[src/rtl/iiitb_ptvm_multi.sv]
// Multi-fare parking ticket vending machine: coin credit accumulation, fare sale,
// and greedy one-coin-per-cycle change return on overpayment, cancel or inactivity timeout.
module iiitb_ptvm_multi #(
  parameter int unsigned              CREDIT_W    = 8,
  parameter int unsigned              COIN1_VAL   = 5,
  parameter int unsigned              COIN2_VAL   = 10,
  parameter int unsigned              COIN3_VAL   = 20,
  parameter int unsigned              NUM_TICKETS = 4,
  parameter logic [8*NUM_TICKETS-1:0] PRICES      = {8'd50, 8'd40, 8'd25, 8'd15},
  parameter int unsigned              MAX_CREDIT  = 200,
  parameter int unsigned              TIMEOUT     = 255,
  localparam int unsigned             SEL_W       = $clog2(NUM_TICKETS)
) (
  input  logic                clk,
  input  logic                rst,
  input  logic [1:0]          in,
  input  logic                sel_valid,
  input  logic [SEL_W-1:0]    sel,
  input  logic                cancel,
  output logic                out,
  output logic [SEL_W-1:0]    out_type,
  output logic                sel_nack,
  output logic                coin_reject,
  output logic                change_valid,
  output logic [1:0]          change_coin,
  output logic [CREDIT_W-1:0] credit,
  output logic                busy
);

  localparam int unsigned IDLE_W = $clog2(TIMEOUT + 1);

  localparam logic [CREDIT_W-1:0] C1    = CREDIT_W'(COIN1_VAL);
  localparam logic [CREDIT_W-1:0] C2    = CREDIT_W'(COIN2_VAL);
  localparam logic [CREDIT_W-1:0] C3    = CREDIT_W'(COIN3_VAL);
  localparam logic [CREDIT_W:0]   MAX_C = (CREDIT_W + 1)'(MAX_CREDIT);
  localparam logic [IDLE_W-1:0]   TO_C  = IDLE_W'(TIMEOUT);

  typedef enum logic [1:0] {
    S_IDLE,
    S_COLLECT,
    S_VEND,
    S_CHANGE
  } state_e;

  state_e                state_q, state_d;
  logic [CREDIT_W-1:0]   credit_q, credit_d;
  logic [IDLE_W-1:0]     idle_q, idle_d;

  logic                  out_q, out_d;
  logic [SEL_W-1:0]      out_type_q, out_type_d;
  logic                  sel_nack_q, sel_nack_d;
  logic                  coin_reject_q, coin_reject_d;
  logic                  change_valid_q, change_valid_d;
  logic [1:0]            change_coin_q, change_coin_d;
  logic                  busy_q, busy_d;

  logic [CREDIT_W-1:0]   coin_val;
  logic [CREDIT_W:0]     coin_sum;
  logic [CREDIT_W-1:0]   price;
  logic                  sel_ok;
  logic                  coin_ok;
  logic                  nack;
  logic [CREDIT_W-1:0]   chg_val;
  logic [1:0]            chg_code;
  logic [IDLE_W-1:0]     idle_inc;
  logic                  timeout_hit;

  function automatic logic [CREDIT_W-1:0] price_of(input logic [SEL_W-1:0] idx);
    logic [CREDIT_W-1:0] p;
    p = '0;
    for (int unsigned i = 0; i < NUM_TICKETS; i++) begin
      if (idx == SEL_W'(i)) p = CREDIT_W'(PRICES[8*i +: 8]);
    end
    return p;
  endfunction

  // Event decode shared by the next-state and output logic.
  always_comb begin
    coin_val = '0;
    case (in)
      2'd1:    coin_val = C1;
      2'd2:    coin_val = C2;
      2'd3:    coin_val = C3;
      default: coin_val = '0;
    endcase
    coin_sum = {1'b0, credit_q} + {1'b0, coin_val};
    price    = price_of(sel);
    sel_ok   = (32'(sel) < NUM_TICKETS) && (credit_q >= price);

    // A coin is only taken when nothing else claims the cycle and it fits under the ceiling.
    coin_ok = (in != 2'd0) && !cancel && !sel_valid && (coin_sum <= MAX_C) &&
              ((state_q == S_IDLE) || (state_q == S_COLLECT));

    nack = sel_valid && ((state_q == S_IDLE) ||
                         ((state_q == S_COLLECT) && !cancel && !sel_ok));

    chg_val  = '0;
    chg_code = 2'd0;
    if (credit_q >= C3) begin
      chg_val  = C3;
      chg_code = 2'd3;
    end else if (credit_q >= C2) begin
      chg_val  = C2;
      chg_code = 2'd2;
    end else if (credit_q >= C1) begin
      chg_val  = C1;
      chg_code = 2'd1;
    end

    idle_inc    = idle_q + 1'b1;
    timeout_hit = (idle_inc == TO_C);
  end

  always_comb begin
    state_d  = state_q;
    credit_d = credit_q;
    idle_d   = idle_q;
    case (state_q)
      S_IDLE: begin
        if (coin_ok) begin
          credit_d = coin_sum[CREDIT_W-1:0];
          idle_d   = '0;
          state_d  = S_COLLECT;
        end
      end
      S_COLLECT: begin
        if (cancel) begin
          idle_d  = '0;
          state_d = S_CHANGE;
        end else if (sel_valid) begin
          idle_d = '0;
          if (sel_ok) begin
            credit_d = credit_q - price;
            state_d  = S_VEND;
          end
        end else if (coin_ok) begin
          credit_d = coin_sum[CREDIT_W-1:0];
          idle_d   = '0;
        end else if (credit_q == '0) begin
          idle_d  = '0;
          state_d = S_IDLE;
        end else if (timeout_hit) begin
          idle_d  = '0;
          state_d = S_CHANGE;
        end else begin
          idle_d = idle_inc;
        end
      end
      S_VEND: begin
        state_d = (credit_q != '0) ? S_CHANGE : S_IDLE;
      end
      S_CHANGE: begin
        // A residue smaller than the smallest coin is dropped so the FSM cannot stall.
        if ((chg_val == '0) || (credit_q == chg_val)) begin
          credit_d = '0;
          state_d  = S_IDLE;
        end else begin
          credit_d = credit_q - chg_val;
        end
      end
      default: begin
        credit_d = '0;
        idle_d   = '0;
        state_d  = S_IDLE;
      end
    endcase
  end

  always_comb begin
    out_d          = (state_d == S_VEND);
    out_type_d     = (state_d == S_VEND) ? sel : '0;
    sel_nack_d     = nack;
    coin_reject_d  = (in != 2'd0) && !coin_ok;
    change_valid_d = (state_q == S_CHANGE) && (chg_val != '0);
    change_coin_d  = (state_q == S_CHANGE) ? chg_code : 2'd0;
    busy_d         = (state_d == S_VEND) || (state_d == S_CHANGE);
  end

  always_ff @(posedge clk or negedge rst) begin
    if (!rst) begin
      state_q        <= S_IDLE;
      credit_q       <= '0;
      idle_q         <= '0;
      out_q          <= 1'b0;
      out_type_q     <= '0;
      sel_nack_q     <= 1'b0;
      coin_reject_q  <= 1'b0;
      change_valid_q <= 1'b0;
      change_coin_q  <= 2'd0;
      busy_q         <= 1'b0;
    end else begin
      state_q        <= state_d;
      credit_q       <= credit_d;
      idle_q         <= idle_d;
      out_q          <= out_d;
      out_type_q     <= out_type_d;
      sel_nack_q     <= sel_nack_d;
      coin_reject_q  <= coin_reject_d;
      change_valid_q <= change_valid_d;
      change_coin_q  <= change_coin_d;
      busy_q         <= busy_d;
    end
  end

  assign out          = out_q;
  assign out_type     = out_type_q;
  assign sel_nack     = sel_nack_q;
  assign coin_reject  = coin_reject_q;
  assign change_valid = change_valid_q;
  assign change_coin  = change_coin_q;
  assign credit       = credit_q;
  assign busy         = busy_q;

endmodule

[config.mk]
export PLATFORM = sky130hd
export DESIGN_NAME = iiitb_ptvm_multi
export DESIGN_NICKNAME = d
export VERILOG_FILES = /design/src/rtl/iiitb_ptvm_multi.sv
export SDC_FILE = /design/constraint.sdc
export NUM_CORES = 1
export LEC_CHECK = 0
export BUFFER_PORTS_ARGS = -buffer_cell sky130_fd_sc_hd__buf_2
export CORE_MARGIN = 3
export CORE_UTILIZATION = 40
export DETAILED_ROUTE_END_ITERATION = 8
export GPL_TIMING_DRIVEN = 0
export PLACE_DENSITY = 0.6
export SLEW_MARGIN = 40
export SYNTH_ARGS = -nofsm -noshare
export SYNTH_HDL_FRONTEND = slang
export SYNTH_SLANG_ARGS = --single-unit
[constraint.sdc]
create_clock -name clk -period 8.3 [get_ports clk]
set_input_delay 0.83 -clock clk [delete_from_list [all_inputs] [get_ports clk]]
set_output_delay 0.83 -clock clk [all_outputs]
set_load 0.1 [all_outputs]
Word-level counts from Yosys, hierarchy flattened --
Cells that the tools add are included. Widths: inputs -> output; s select.
Storage, ports and cells: register bits after elaboration 27, logic and storage cells 99
Operators by class: add/subtract/negate cells 4, $lt $le $gt $ge 5, eq/ne operators 16, muxes and demuxes 36, reduce and logical (&&, ||, !) cells 28
Operators by type and width (number):
- $mux 8 | 14
- $mux 2 | 13
- $pmux 8 s3 | 1
- $eq 2x2->1 const B | 8
- $logic_not 8->1 | 2
- $pmux 8 s2 | 1
- $reduce_bool 8->1 | 2
- $sub 8x8->8 | 2
- $pmux 5 s3 | 1
- $add 8x8->9 | 1
- $le 9x8->1 const B | 1
- $logic_and 1x1->1 | 9
- $add 8x1->8 const B | 1
- $eq 8x8->1 | 1
- $eq 8x8->1 const B | 1
- $ge 8x3->1 const B | 1
- $ge 8x4->1 const B | 1
- $ge 8x5->1 const B | 1
- $ge 8x8->1 | 1
- $mux 4 | 2
- $pmux 2 s4 | 1
- $eq 2x1->1 const B | 3
- $mux 5 | 1
- $logic_not 1->1 | 4
- 10 further kinds | 16

Longest topological paths before layout --
Gate-level depths: netlist of run 1.
depth after elaboration 12, mapped depth 15, gate-level depth less buffers 14

Worst setup path before layout of run 1 --
Ideal clock, no wire load.
path kind reg2reg, start reg credit_q[3], in the netlist credit[3], end reg credit_q[3], in the netlist credit[3], arrival 3.534 ns, required time 8.201 ns, path slack 4.667 ns, stages on the path, launching flop included 12, path buffers 0, period minus slack after synthesis 3.633 ns, cell sequence dfrtp_1 -> inv_1 -> and3_1 -> o21ai_0 -> ha_1 -> nand3_1 -> o22ai_1 -> a21o_1 -> nor3_1 -> o21ai_0 -> a221o_1 -> a311oi_1
Between the ends: longest elaborated chain between the ends 8, elaborated cells on any way between the ends 24, classes of those cells add/sub (3); order compare (5); eq/ne (2); mux (9); reduce/logical (5)
RTL lines:
- start: declaration | line 46 | logic [CREDIT_W-1:0] credit_q, credit_d;
- start signal: assignment | line 193 | credit_q <= credit_d;
- $add 8x8->9 or $ge 8x3->1 (tied branches) | line 86, 105
- $le 9x8->1 or $mux 3 (tied branches) | line 91, 105
- $logic_and 1x1->1 or $mux 4 (tied branches) | line 91, 102
- $logic_and 1x1->1 or $mux 5 (tied branches) | line 91, 99
- $mux 8, or another cell as far along | line 120, 136
- $mux 8 or $logic_or 1x1->1 (tied branches) | line 130, 154
- $mux 8, on equally long branches | line 127, 154
- $pmux 8 s3 | line 118 | case (state_q)
Parallel ways exist; a longest one is shown, timed or not. The select of a mux whose other input is x is not followed. A chain may end at the register's enable or synchronous reset.

Final worst setup path of run 1 --
start reg credit_q[1], in the netlist credit[1], end reg credit_q[5], in the netlist credit[5]
The elaborated chain is that of the path after synthesis.

==> results of run 1 <==
[cells by family (layout without fill, tap and decap cells)]
logic type                 count (synthesis)  in the layout  share of synthesized area
muxes                                      3              3                    0.01113
DFF                                       26             26                     0.2315
and+or+nand+nor                          135            135                     0.2471
buffers and inverters                     39             66                    0.06322
AOI/OAI and AO/OA                        113            113                     0.2818
adders and majority gates                 24             24                     0.1122
xor gates and xnor gates                  17             17                    0.05298
[power groups by stage]
stage               clock (W)  sequential, W  combinational [W]
detailed placement          0       0.000226           0.000954
global route         0.000117       0.000232            0.00105
global placement            0       0.000226           0.000951
floorplan                   0       0.000414           0.000562
finish               0.000111       0.000225           0.000975
CTS                  0.000113       0.000224           0.000960
[worst max-delay path by stage]
stage | from | end | slack, ns
after floorplan | credit[3]$_DFFE_PN0P_ | credit[3]$_DFFE_PN0P_ | 4.67
after global placement | in[0] | credit[5]$_DFFE_PN0P_ | 4.39
after detailed placement | in[0] | credit[5]$_DFFE_PN0P_ | 4.35
after CTS | credit[1]$_DFFE_PN0P_ | credit[5]$_DFFE_PN0P_ | 4.56
after global routing | credit[1]$_DFFE_PN0P_ | credit[5]$_DFFE_PN0P_ | 4.36
final | credit[1]$_DFFE_PN0P_ | credit[5]$_DFFE_PN0P_ | 4.56
[stage by stage]
stage / setup WS [ns] / cells / instance area [sq um]
3_3_place_gp: 4.385 / 473 / 3042
4_1_cts: 4.564 / 477 / 3113
2_1_floorplan: 4.667 / 357 / 2810
3_5_place_dp: 4.350 / 473 / 3042
6_report: 4.564 / 477 / 3119
5_1_grt: 4.358 / 477 / 3119
[flip-flops by register name (all words and copies together), names as in the netlist]
signal,count
coin_reject,1
change_valid,1
state_q,1
credit,8
sel_nack,1
busy,1
out,1
idle_q,8
change_coin,2
out_type,2
[cell type report]
type	instances	area share
Buffer	19	0.03289
Clock buffer	3	0.01324
Clock inverter	1	0.009627
Inverter	20	0.02407
Multi-Input combinational cell	292	0.6374
Sequential cell	26	0.2086
Tap cell	93	0.03730
Timing Repair Buffer	23	0.03690
[synthesized netlist by cell type (all sizes together) (2+ instances only)]
cell type	n
nor2b	6
a21o	5
o21a	5
and4	3
dfrtp	26
or4	2
a31oi	6
a311oi	3
inv	20
nand2b	7
a221o	3
o21bai	2
ha	22
o21ai	28
nor4	7
buf	11
a22o	2
nor3b	3
fa	2
nor3	15
nand3	11
a21oi	31
or3	4
o31ai	3
a211oi	5
and2	5
nor2	36
a2111oi	5
xnor2	12
o311ai	3
mux2i	2
o2111ai	2
and3	6
xor2	5
clkbuf	8
nand2	26
a211o	3
[per-layer routing]
metal  track usage  wire length, microns  vias to the layer above
met2        0.3246                  3820                       83
li1              -                     -                     1364
met4       0.05747                   130                        0
met5             0                     0                        -
met3       0.01753                   358                       12
met1        0.2915                  3938                     1338
==> flow_metrics.py, run 1 <==
metrics = {
    "drt": {
        "drtIter0Drc": 245,
        "via_per_inst": 5.864,
        "wl_per_cell_microns": 17.29,
        "drt-total-wl_microns": 8248,
        "drtAntennaViolNets": 0,
        "dr.pass1.iters": 5,
        "vias": 2797,
        "drc": 0,
    },
    "power": {
        "p_sw_frac": 0.5913,
        "p_sw_w": 0.0007746,
        "seq_power_share": 0.171,
        "peakVddDrop_v": 0.0001830,
        "pwr-share-comb": 0.744,
        "fin_total_pwr_w": 0.001310,
        "p_clk_frac": 0.084,
        "powerDensity_nw_per_um2": 420.0,
        "p_leak_nw": 1.397,
        "p_int_w": 0.0005354,
    },
    "sta": {
        "fin_crit_sh": 0.4501,
        "slew_viol_final": 0,
        "worstMarginPinSlew_ns": 0.6208,
        "worst_hold_slack_ns": 0.5480,
        "hold_viol_final": 0,
        "maxSlewHeadroom": 0.5754,
        "tns_ns": 0,
        "rsz0062_at_grt": "no",
        "fin_crit_ns": 3.736,
        "max_freq_mhz": 267.7,
        "clock_skew_ns": 0.01165,
        "setup_viol": 0,
    },
    "critical_path": {
        "path_delay_family": "compound AO/OA/AOI/OAI gates",
        "r2r-end": "credit[5]$_DFFE_PN0P_",
        "required_ns": 8.45,
        "cp_slowest_cell": "dfrtp_1",
        "cp_max_fo": 10,
        "r2r-start": "credit[1]$_DFFE_PN0P_",
        "path_class": "reg -> reg",
        "critPathCaptureType": "flip-flop",
        "worstPathArrival_ns": 3.88,
        "cpPeakStageDelay_ns": 0.59,
        "crit_chain": "buf_4, inv_1, xnor2_1, ha_1, and2_1, o311ai_2, nand3_1, a211o_1, nor2_1, buf_2, nand2_1, o311ai_1",
        "worstRegToRegCells": 12,
        "rrSetupSlack_ns": 4.56,
        "crit_buf_inv": 3,
        "crit_path_start_kind": "flip-flop",
        "cp.depth": 12,
    },
    "final_layout": {
        "drive_gt1_frac": 0.1380,
        "area_growth_pct": 11.00,
        "final_cell_mix": "nor2_1 (35), a21oi_1 (31), buf_2 (30)",
        "layout_commonest_cell": "nor2_1",
        "utilization": 0.4749,
        "fin_nets": 417,
        "layout.area.seq_sq_um": 650.6,
        "antenna_cells": 0,
        "multiInputGateArea_sq_um": 1988,
        "fillers": 638,
    },
    "die": {
        "dieArea_sq_um": 8068,
        "row_count": 29,
        "core_area_sq_um": 6568,
        "die_x_microns": 89.82,
        "fp.dieH_microns": 89.82,
        "io_pins": 25,
        "initial_core_util": 0.4279,
    },
    "global_routing": {
        "grt.overflow.total": 0,
        "grt_pass1_wl_microns": 13560,
        "grtUsageTotal": 0.2025,
        "antenna_found_initial": 0,
        "grt_pass1_vias": 2636,
        "grt_max_degree": 27,
    },
    "logic_synthesis": {
        "ys_ff_latch": 26,
        "synthDistinctLibCells": 60,
        "synthArstFlopShare": 1.000,
        "syn-cell-area_sq_um": 2810,
        "netlist_instances": 357,
        "synth-edff-count": 0,
        "synth_area_leaders": "dfrtp_1 (23%), ha_1 (9.8%), a21oi_1 (5.5%), o21ai_0 (4.8%), nor2_1 (4.7%)",
        "ys_seq_area_frac": 0.2315,
        "yosysTopAreaCellShare": 0.2315,
        "syn_area_per_cell_sq_um": 7.872,
        "synth_top_area_cell": "dfrtp_1",
        "yosys_warnings": 0,
        "syn-num-nets": 389,
        "yosys_most_used_dff": "dfrtp_1",
    },
    "clocking": {
        "cts_buffer_depth": 2,
        "cts_made_buffers": 3,
        "clk_pin_slew_ns": 0.11,
        "postCtsSetupBuffers": 0,
        "cts_root_buf": "clkbuf_8",
        "postCtsHoldBufs": 0,
        "h-tree-depth": 1,
        "clock_latency_ns": 0.28,
        "cts_tree": "done",
        "cts_num_sinks": 26,
        "cts-resized-gates": 0,
    },
    "placement": {
        "dp_hpwl_microns": 6129,
        "place_congestion": 0.8698,
        "io_buffers": 23,
    },
    "min_path": {
        "min_path_type": "in -> async",
    },
    "status": {
        "status": "completed",
    },
    "job": {
        "cap_violations": 0,
    },
}
No activity file was read; power rests on OpenSTA's default activity.
==> inputs of run 2 (changes only) <==
clock period = 3.67 ns   (was 8.3 ns; I/O delays follow)
==> run 2 against run 1 <==
Compared with the run above: combinational power is 130% higher; fmax is 6.8% higher; count of clock-buffer cells in the layout stayed put; die area stayed put; critical path depth is 1 higher; register-to-register slack worse by 4.4 ns; power is 130% higher; flip-flop and latch count stayed put; core utilization is 0.84 points higher; sequential share of layout area is 0.32 points lower.
==> flow_metrics.py, run 2 (synthesized netlist as in run 1, its figures left out) <==
metrics = {
    "drt": {
        "via_per_inst": 5.927,
        "dr.pass1.iters": 5,
        "drt-total-wl_microns": 8277,
        "vias": 2845,
        "drc": 0,
        "drtIter0Drc": 283,
        "wl_per_cell_microns": 17.24,
        "drtAntennaViolNets": 0,
    },
    "die": {
        "dieArea_sq_um": 8068,
        "io_pins": 25,
        "row_count": 29,
        "core_area_sq_um": 6568,
        "fp.dieH_microns": 89.82,
        "die_x_microns": 89.82,
        "initial_core_util": 0.4279,
    },
    "sta": {
        "worstMarginPinSlew_ns": 0.5943,
        "max_freq_mhz": 285.8,
        "slew_viol_final": 0,
        "worst_slack_ns": 0.1707,
        "setup_viol": 0,
        "clock_skew_ns": 0.01136,
        "fin_crit_ns": 3.499,
        "hold_viol_final": 0,
        "fin_crit_sh": 0.9535,
        "tns_ns": 0,
        "worst_hold_slack_ns": 0.08303,
        "rsz0062_at_grt": "no",
        "maxSlewHeadroom": 0.5935,
    },
    "job": {
        "cap_violations": 0,
    },
    "final_layout": {
        "drive_gt1_frac": 0.1602,
        "layout.area.seq_sq_um": 651.9,
        "fin_nets": 420,
        "fillers": 633,
        "final_cell_mix": "nor2_1 (35), a21oi_1 (30), buf_2 (29)",
        "antenna_cells": 0,
        "layout_commonest_cell": "nor2_1",
        "multiInputGateArea_sq_um": 2016,
        "area_growth_pct": 12.96,
    },
    "clocking": {
        "postCtsHoldBufs": 0,
        "clk_pin_slew_ns": 0.11,
        "h-tree-depth": 1,
        "cts_made_buffers": 3,
        "cts_num_sinks": 26,
        "cts_tree": "done",
        "clock_latency_ns": 0.28,
        "cts_root_buf": "clkbuf_8",
        "cts_buffer_depth": 2,
    },
    "global_routing": {
        "grt_max_degree": 27,
        "grt_pass1_wl_microns": 13550,
        "grt.overflow.total": 0,
        "grt_pass1_vias": 2633,
        "antenna_found_initial": 0,
        "grtUsageTotal": 0.2025,
    },
    "placement": {
        "dp_slack_ns": 0.01507,
        "io_buffers": 23,
        "dp_hpwl_microns": 6129,
        "place_congestion": 0.8698,
    },
    "power": {
        "peakVddDrop_v": 0.0004099,
        "powerDensity_nw_per_um2": 948.3,
        "p_leak_nw": 1.420,
        "fin_total_pwr_w": 0.003010,
    },
    "critical_path": {
        "worstRegToRegCells": 13,
        "crit_path_start_kind": "flip-flop",
        "worstPathArrival_ns": 3.68,
        "required_ns": 3.85,
        "critPathCaptureType": "flip-flop",
        "path_class": "reg -> reg",
        "cp_max_fo": 10,
    },
    "min_path": {
        "min_path_type": "in -> async",
    },
    "status": {
        "status": "completed",
    },
}
[run 2: cell type report]
type	count	area share
clock inverter	1	0.009460
clock buffer	3	0.01301
inverter	20	0.02365
tap	93	0.03666
multi-input combinational	292	0.6350
sequential	26	0.2054
buffer	19	0.03350
timing repair buffer	26	0.04336
[run 2: power by group]
| part | switching [W] | internal [W] | total (W) | leakage [nW] |
|---|---|---|---|---|
| clock | 0.000104 | 0.000146 | 0.000250 | 0.0357 |
| combinational | 0.00154 | 0.000715 | 0.00226 | 1.05 |
| sequential | 0.000121 | 0.000381 | 0.000502 | 0.335 |
[run 2: final timing paths]
| kind | start | to | slack, ns |
|---|---|---|---|
| max reg2reg | credit[3]$_DFFE_PN0P_ | credit[7]$_DFFE_PN0P_ | 0.17 |
| max | credit[3]$_DFFE_PN0P_ | credit[7]$_DFFE_PN0P_ | 0.17 |
| min reg2reg | idle_q[7]$_DFFE_PN0P_ | idle_q[7]$_DFFE_PN0P_ | 0.58 |
| min | rst | out$_DFF_PN0_ | 0.08 |
| max in group asynchronous | rst | credit[1]$_DFFE_PN0P_ | 3.13 |
| min in group clk | sel[0] | out_type[0]$_DFF_PN0_ | 0.36 |
[run 2: stage by stage]
stage / instances / utilization / instance area, sq um
floorplan: 357 / - / 2810
global placement: 473 / 0.4631 / 3042
detailed placement: 473 / 0.4631 / 3042
CTS: 477 / 0.4742 / 3114
global route: 480 / 0.4833 / 3174
finish: 480 / 0.4833 / 3174
[run 2: what timing repair did]
| item | CTS | global route |
|---|---|---|
| gates resized for setup | 1 | 9 |
| setup endpoints to repair | 1 | 5 |
| buffers inserted | 0 | 3 |
| gates cloned | 0 | 0 |
[run 2: worst max-delay path, cell delays in order, from the launching register on]
cell and delay [ns]:
dfrtp_1 0.65, clkbuf_2 0.33, o21ai_0 0.12, and2_1 0.22
nor2b_1 0.15, ha_1 0.36, o21ai_0 0.19, a21oi_1 0.08
o21ai_0 0.17, nand2b_1 0.14, or3_1 0.32, a21oi_1 0.15
o21ai_0 0.14, a221o_1 0.37
[run 2: metal layers]
layer / track usage / up-vias / share of wire
met5: 0 / - / 0
met4: 0.05747 / 0 / 0.018
met3: 0.01753 / 14 / 0.048
met2: 0.3246 / 109 / 0.47
met1: 0.2915 / 1352 / 0.47
li1: - / 1370 / -
